File: src/rtl/iob_nco_core.sv
// iob_nco_core: fractional-period NCO in the output clock domain.
// Produces clk_o whose average period is a fixed-point number of clk_i
// cycles, dithering each period between floor and ceil lengths.
module iob_nco_core #(
  parameter int unsigned PERIOD_W = 32,
  parameter int unsigned FRAC_W   = 16
) (
  input  logic                clk_i,
  input  logic                arst_n_i,
  input  logic                cke_i,
  input  logic                soft_reset_i,
  input  logic                enable_i,
  input  logic                period_wen_i,
  input  logic [PERIOD_W-1:0] period_wdata_i,
  output logic                clk_o,
  output logic                pulse_o,
  output logic                active_o,
  output logic                period_err_o
);

  localparam int unsigned INT_W = PERIOD_W - FRAC_W;
  localparam int unsigned CW    = INT_W + 1;

  typedef enum logic {IDLE, RUN} state_t;

  state_t                state_q, state_d;
  logic [PERIOD_W-1:0]   shadow_q, shadow_d;
  logic [PERIOD_W-1:0]   act_period_q, act_period_d;
  logic [FRAC_W-1:0]     acc_q, acc_d;
  logic [CW-1:0]         len_q, len_d;
  logic [CW-1:0]         cnt_q, cnt_d;
  logic                  clk_q, clk_d;
  logic                  pulse_q, pulse_d;
  logic                  err_q, err_d;

  logic [PERIOD_W-1:0]   p;
  logic [INT_W-1:0]      p_int;
  logic [FRAC_W-1:0]     p_frac;
  logic                  p_valid;
  logic                  wdata_valid;
  logic [FRAC_W-1:0]     acc_base;
  logic [FRAC_W:0]       acc_sum;
  logic [CW-1:0]         start_len;
  logic [CW-1:0]         cnt_inc;
  logic                  terminal;

  // Period source with same-cycle write bypass, and the period-start arithmetic
  always_comb begin
    p           = period_wen_i ? period_wdata_i : shadow_q;
    p_int       = p[PERIOD_W-1:FRAC_W];
    p_frac      = p[FRAC_W-1:0];
    p_valid     = (p_int >= INT_W'(2));
    wdata_valid = (period_wdata_i[PERIOD_W-1:FRAC_W] >= INT_W'(2));
    // A start from IDLE always begins with a cleared accumulator
    acc_base    = (state_q == IDLE) ? '0 : acc_q;
    acc_sum     = {1'b0, acc_base} + {1'b0, p_frac};
    start_len   = {1'b0, p_int} + {{INT_W{1'b0}}, acc_sum[FRAC_W]};
    cnt_inc     = cnt_q + {{INT_W{1'b0}}, 1'b1};
    terminal    = (cnt_q == (len_q - {{INT_W{1'b0}}, 1'b1}));
  end

  // Next-state logic for the IDLE/RUN sequencer and the output waveform
  always_comb begin
    state_d      = state_q;
    shadow_d     = period_wen_i ? period_wdata_i : shadow_q;
    act_period_d = act_period_q;
    acc_d        = acc_q;
    len_d        = len_q;
    cnt_d        = cnt_q;
    clk_d        = clk_q;
    pulse_d      = 1'b0;
    err_d        = err_q;

    if (period_wen_i && wdata_valid) begin
      err_d = 1'b0;
    end

    unique case (state_q)
      IDLE: begin
        clk_d = 1'b0;
        if (enable_i) begin
          if (p_valid) begin
            state_d      = RUN;
            act_period_d = p;
            acc_d        = acc_sum[FRAC_W-1:0];
            len_d        = start_len;
            cnt_d        = '0;
            clk_d        = 1'b1;
            pulse_d      = 1'b1;
          end else begin
            err_d = 1'b1;
          end
        end
      end
      RUN: begin
        if (!terminal) begin
          cnt_d = cnt_inc;
          clk_d = (cnt_inc < (len_q >> 1));
        end else if (!enable_i) begin
          state_d = IDLE;
          clk_d   = 1'b0;
          acc_d   = '0;
        end else if (!p_valid) begin
          state_d = IDLE;
          clk_d   = 1'b0;
          err_d   = 1'b1;
        end else begin
          act_period_d = p;
          acc_d        = acc_sum[FRAC_W-1:0];
          len_d        = start_len;
          cnt_d        = '0;
          clk_d        = 1'b1;
          pulse_d      = 1'b1;
        end
      end
      default: state_d = IDLE;
    endcase
  end

  // State registers: async reset, clock enable gates everything including soft reset
  always_ff @(posedge clk_i or negedge arst_n_i) begin
    if (!arst_n_i) begin
      state_q      <= IDLE;
      shadow_q     <= '0;
      act_period_q <= '0;
      acc_q        <= '0;
      len_q        <= '0;
      cnt_q        <= '0;
      clk_q        <= 1'b0;
      pulse_q      <= 1'b0;
      err_q        <= 1'b0;
    end else if (cke_i) begin
      if (soft_reset_i) begin
        state_q      <= IDLE;
        shadow_q     <= '0;
        act_period_q <= '0;
        acc_q        <= '0;
        len_q        <= '0;
        cnt_q        <= '0;
        clk_q        <= 1'b0;
        pulse_q      <= 1'b0;
        err_q        <= 1'b0;
      end else begin
        state_q      <= state_d;
        shadow_q     <= shadow_d;
        act_period_q <= act_period_d;
        acc_q        <= acc_d;
        len_q        <= len_d;
        cnt_q        <= cnt_d;
        clk_q        <= clk_d;
        pulse_q      <= pulse_d;
        err_q        <= err_d;
      end
    end
  end

  assign clk_o        = clk_q;
  assign pulse_o      = pulse_q;
  assign active_o     = (state_q == RUN);
  assign period_err_o = err_q;

endmodule

File: config.mk
export PLATFORM = sky130hd
export DESIGN_NAME = iob_nco_core
export DESIGN_NICKNAME = d
export VERILOG_FILES = /design/src/rtl/iob_nco_core.sv
export SDC_FILE = /design/constraint.sdc
export NUM_CORES = 1
export LEC_CHECK = 0
export ABC_CLOCK_PERIOD_IN_PS = 7100
export CAP_MARGIN = 20
export CELL_PAD_IN_SITES_DETAIL_PLACEMENT = 1
export CELL_PAD_IN_SITES_GLOBAL_PLACEMENT = 2
export CORE_MARGIN = 2
export CORE_UTILIZATION = 41
export DETAILED_ROUTE_END_ITERATION = 12
export GPL_TIMING_DRIVEN = 0
export PLACE_DENSITY_LB_ADDON = 0.1
export SETUP_SLACK_MARGIN = 0.5
export SYNTH_ARGS = -nofsm -noshare
export SYNTH_HDL_FRONTEND = slang
export SYNTH_SLANG_ARGS = --single-unit
File: constraint.sdc
create_clock -name clk_i -period 7.1 [get_ports clk_i]
set_input_delay 1.065 -clock clk_i [delete_from_list [all_inputs] [get_ports clk_i]]
set_output_delay 1.065 -clock clk_i [all_outputs]
set_load 0.01 [all_outputs]
==> impl_metrics.yaml, run 1 <==
status:
  status: "completed"
cts:
  cts_root_buf: "clkbuf_16"
  numCtsBuffers: 9
  clk_pin_slew_worst_paths_ns: 0.07
  ctsHoldBuffers: 0
  cts_resized: 4
  clock-sinks: 86
  post-cts-setup-buffers: 0
  cts_tree: "done"
  clock_latency_ns: 0.35
  clockBufferDepth: 2
  cts_max_level: 3
power_and_ir_drop:
  vdd_drop_max_mv: 0.108
  p_leak_nw: 3.15
  power.density_mw_per_mm2: 198
  total_power_mw: 1.41
global_routing:
  grtUsageTotal_pct: 24.3
  grt_antenna_before_repair: 0
  grt_max_degree: 64
  grt_pass1_wl_um: 30900
  busiest_layer: "met2"
  grt_use_met1_pct: 32.3
  met2_usage_pct: 40.9
  grtUsageMet3_pct: 2.99
  grt_remaining_overflow: 0
  grt_pass1_vias: 5801
placed_design:
  io_buffers: 40
  dpl.cell_count: 897
  gp_congestion: 0.898
  place_hpwl_um: 14200
  dpl_worst_slack_ns: -0.459
route:
  vias: 5430
  wirelength_um: 18800
  vias_per_cell: 5.95
  wl_per_cell_um: 20.6
  drc: 0
  antenna_left: 0
  first_pass_iters: 5
  drt-initial-drc-count: 230
synth:
  syn_avg_cell_area_um2: 9.15
  synthXorXnorAreaFrac_pct: 8.40
  synth_area_mm2: 0.00615
  yosys_warnings: 0
  synth-seq-cells: 86
  synth_largest_area_cell: "dfrtp_1"
  async_flop_share_pct: 100
  synthTopCellsByArea: "dfrtp_1 35%, ha_1 7.1%, xnor2_1 5.3%"
  ys_seq_area_share_pct: 35.0
  synth_simple_gate_area_share_pct: 18.8
  synth_cell_types: 61
  muxShareOfSynthArea_pct: 5.02
  synthFlopType: "dfrtp_1"
  synthAdderAreaFrac_pct: 7.45
  synth_top_area_share_pct: 35.0
  synth-compound-area-share_pct: 20.0
  syn_inst: 672
  synth-edff-count: 0
  synthesis.nets: 746
  synth_top_family_by_area: "compound AO/OA/AOI/OAI gates"
cells_and_area:
  final_nets: 798
  antenna_cells: 0
  drive_gt1_share_pct: 7.54
  final_cells: 913
  finish.utilization_pct: 49.0
  syn_to_final_growth_pct: 16.2
worst_setup_path:
  required_ns: 7.33
  crit_arrival_ns: 6.47
  worstSetupEndpointType: "flip-flop"
  path_class: "input pin to flip-flop"
  critPathLaunchType: "input pin"
  cp_max_fo: 10
timing:
  setup_ws_ns: 0.853
  fin_skew_ns: 0.0105
  setup_viol: 0
  hold_viol: 0
  drv_slew: 0
  finalCritPeriodShare_pct: 88.0
  rsz0062_at_grt: "no"
  fmax_mhz: 160
  max_slew_margin_pct: 42.7
  fin_crit_ns: 6.25
  worstMarginPinSlew_ns: 0.838
min_path:
  hp-class: "flip-flop to flip-flop"
floorplanning:
  die_y_um: 126
  io_pins: 42
  die_area_mm2: 0.0160
  start_util_pct: 42.2
  die_w_um: 126
  row_count: 44
  core_mm2: 0.0146
flow_run:
  max_cap_violations: 0
cell families (layout without fill, tap and decap cells):
family	after synthesis	in the layout
mux	29	29
simple gates	220	220
compound gates	164	164
fa+ha+maj	36	36
xor+xnor	59	59
flops	86	86
buf+inv	78	135
synth_stat cells (3+ instances only):
cell	n
a22o_1	30
a211o_1	3
mux2_2	15
a221o_1	5
o21a_1	6
dfrtp_1	86
nand3_1	17
nor2_1	33
nor2b_1	5
and2_1	22
buf_1	3
or4_1	7
nor3_1	16
mux2i_1	14
nand2_1	62
and3_1	4
a211oi_1	4
nor4_1	11
o22ai_1	15
o2bb2ai_1	15
a21o_1	13
o21ai_0	20
buf_2	5
o211ai_1	4
xnor2_1	37
clkbuf_1	29
xor2_1	22
nand4_1	9
o221ai_1	7
inv_1	37
a21oi_1	19
nand2b_1	9
nor4b_1	3
or3_1	7
buf_6	4
o41ai_1	3
a31oi_1	3
ha_1	35
a32o_1	4
layer usage:
metal | up-vias | routed length, um
met5 | - | 0
met4 | 0 | 358
met3 | 21 | 480
met2 | 95 | 9160
met1 | 2749 | 8790
li1 | 2565 | -
through the flow:
stage               TNS (ns)  area, um2  hold slack (ns)
floorplan                  0       6150            0.449
finish                     0       7140            0.487
CTS                        0       7140            0.492
global route               0       7140            0.506
detailed placement     -3.70       6810            0.475
global placement       -1.84       6780            0.466
worst paths after layout:
check                                      from                  endpoint  slack [ns]  cells after the start
max in group asynchronous              arst_n_i  shadow_q[24]$_DFFE_PN0P_        5.81                      2
max reg2reg                active_o$_DFFE_PN0P_     len_q[14]$_DFFE_PN0P_        2.10                     19
min reg2reg                acc_q[6]$_DFFE_PN0P_      acc_q[6]$_DFFE_PN0P_        0.49                      1
max                                period_wen_i     len_q[14]$_DFFE_PN0P_        0.85                     22
min in group asynchronous              arst_n_i      cnt_q[0]$_DFFE_PN0P_        0.62                      1
min                        acc_q[6]$_DFFE_PN0P_      acc_q[6]$_DFFE_PN0P_        0.49                      1
power breakdown:
group / internal [mW] / total, mW / switching [mW]
Combinational: 0.147 / 0.337 / 0.191
Sequential: 0.521 / 0.547 / 0.0261
Clock: 0.317 / 0.528 / 0.211
Total: 0.984 / 1.41 / 0.428
placed cells by master (no fill, tap or decap), types with 20 or more instances in the layout:
cell             synthesis  routed
nand2_1                 62      62
nor2_1                  33      33
inv_1                   37      37
and2_1                  22      22
clkdlybuf4s50_1          0      39
xor2_1                  22      22
xnor2_1                 37      37
dfrtp_1                 86      86
a22o_1                  30      30
clkbuf_1                29      26
o21ai_0                 20      20
ha_1                    35      35
registers in the layout, indices dropped and copies added, names as in the netlist:
name          cells
shadow_q         32
period_err_o      1
pulse_o           1
active_o          1
clk_o             1
cnt_q            17
acc_q            16
len_q            17
worst max-delay path, cell delays in order:
cell and delay [ns]:
clkdlybuf4s50_1 0.50, clkbuf_2 0.28, buf_2 0.30, buf_2 0.35, clkbuf_2 0.32, mux2i_1 0.16
fa_1 0.48, nand2b_1 0.21, a21oi_1 0.29, o21ai_0 0.19, a21oi_1 0.23, o41ai_2 0.12
o21ai_0 0.33, a21o_1 0.17, a21o_1 0.12, ha_1 0.18, ha_1 0.17, and2_1 0.22
nand3_1 0.18, nor3_1 0.26, xor2_1 0.23, o22ai_1 0.11
area by class of cell:
type                            instances  area (um2)
Multi-Input combinational cell        508        3680
Clock buffer                           10         239
Inverter                               37         139
Timing Repair Buffer                   41         425
Fill cell                            1690        7440
Tap cell                              184         230
Sequential cell                        86        2150
Clock inverter                          6        85.1
Buffer                                 41         196
No activity file was read; power rests on OpenSTA's default activity.
==> run 2: changes to the inputs <==
--- a/config.mk
+++ b/config.mk
@@ -18,3 +18,4 @@
 export SYNTH_ARGS = -nofsm -noshare
 export SYNTH_HDL_FRONTEND = slang
 export SYNTH_SLANG_ARGS = --single-unit
+export TNS_END_PERCENT = 1
==> results of run 2 <==
Same layout as run 1: the final DEF is identical, and so are final timing and power.
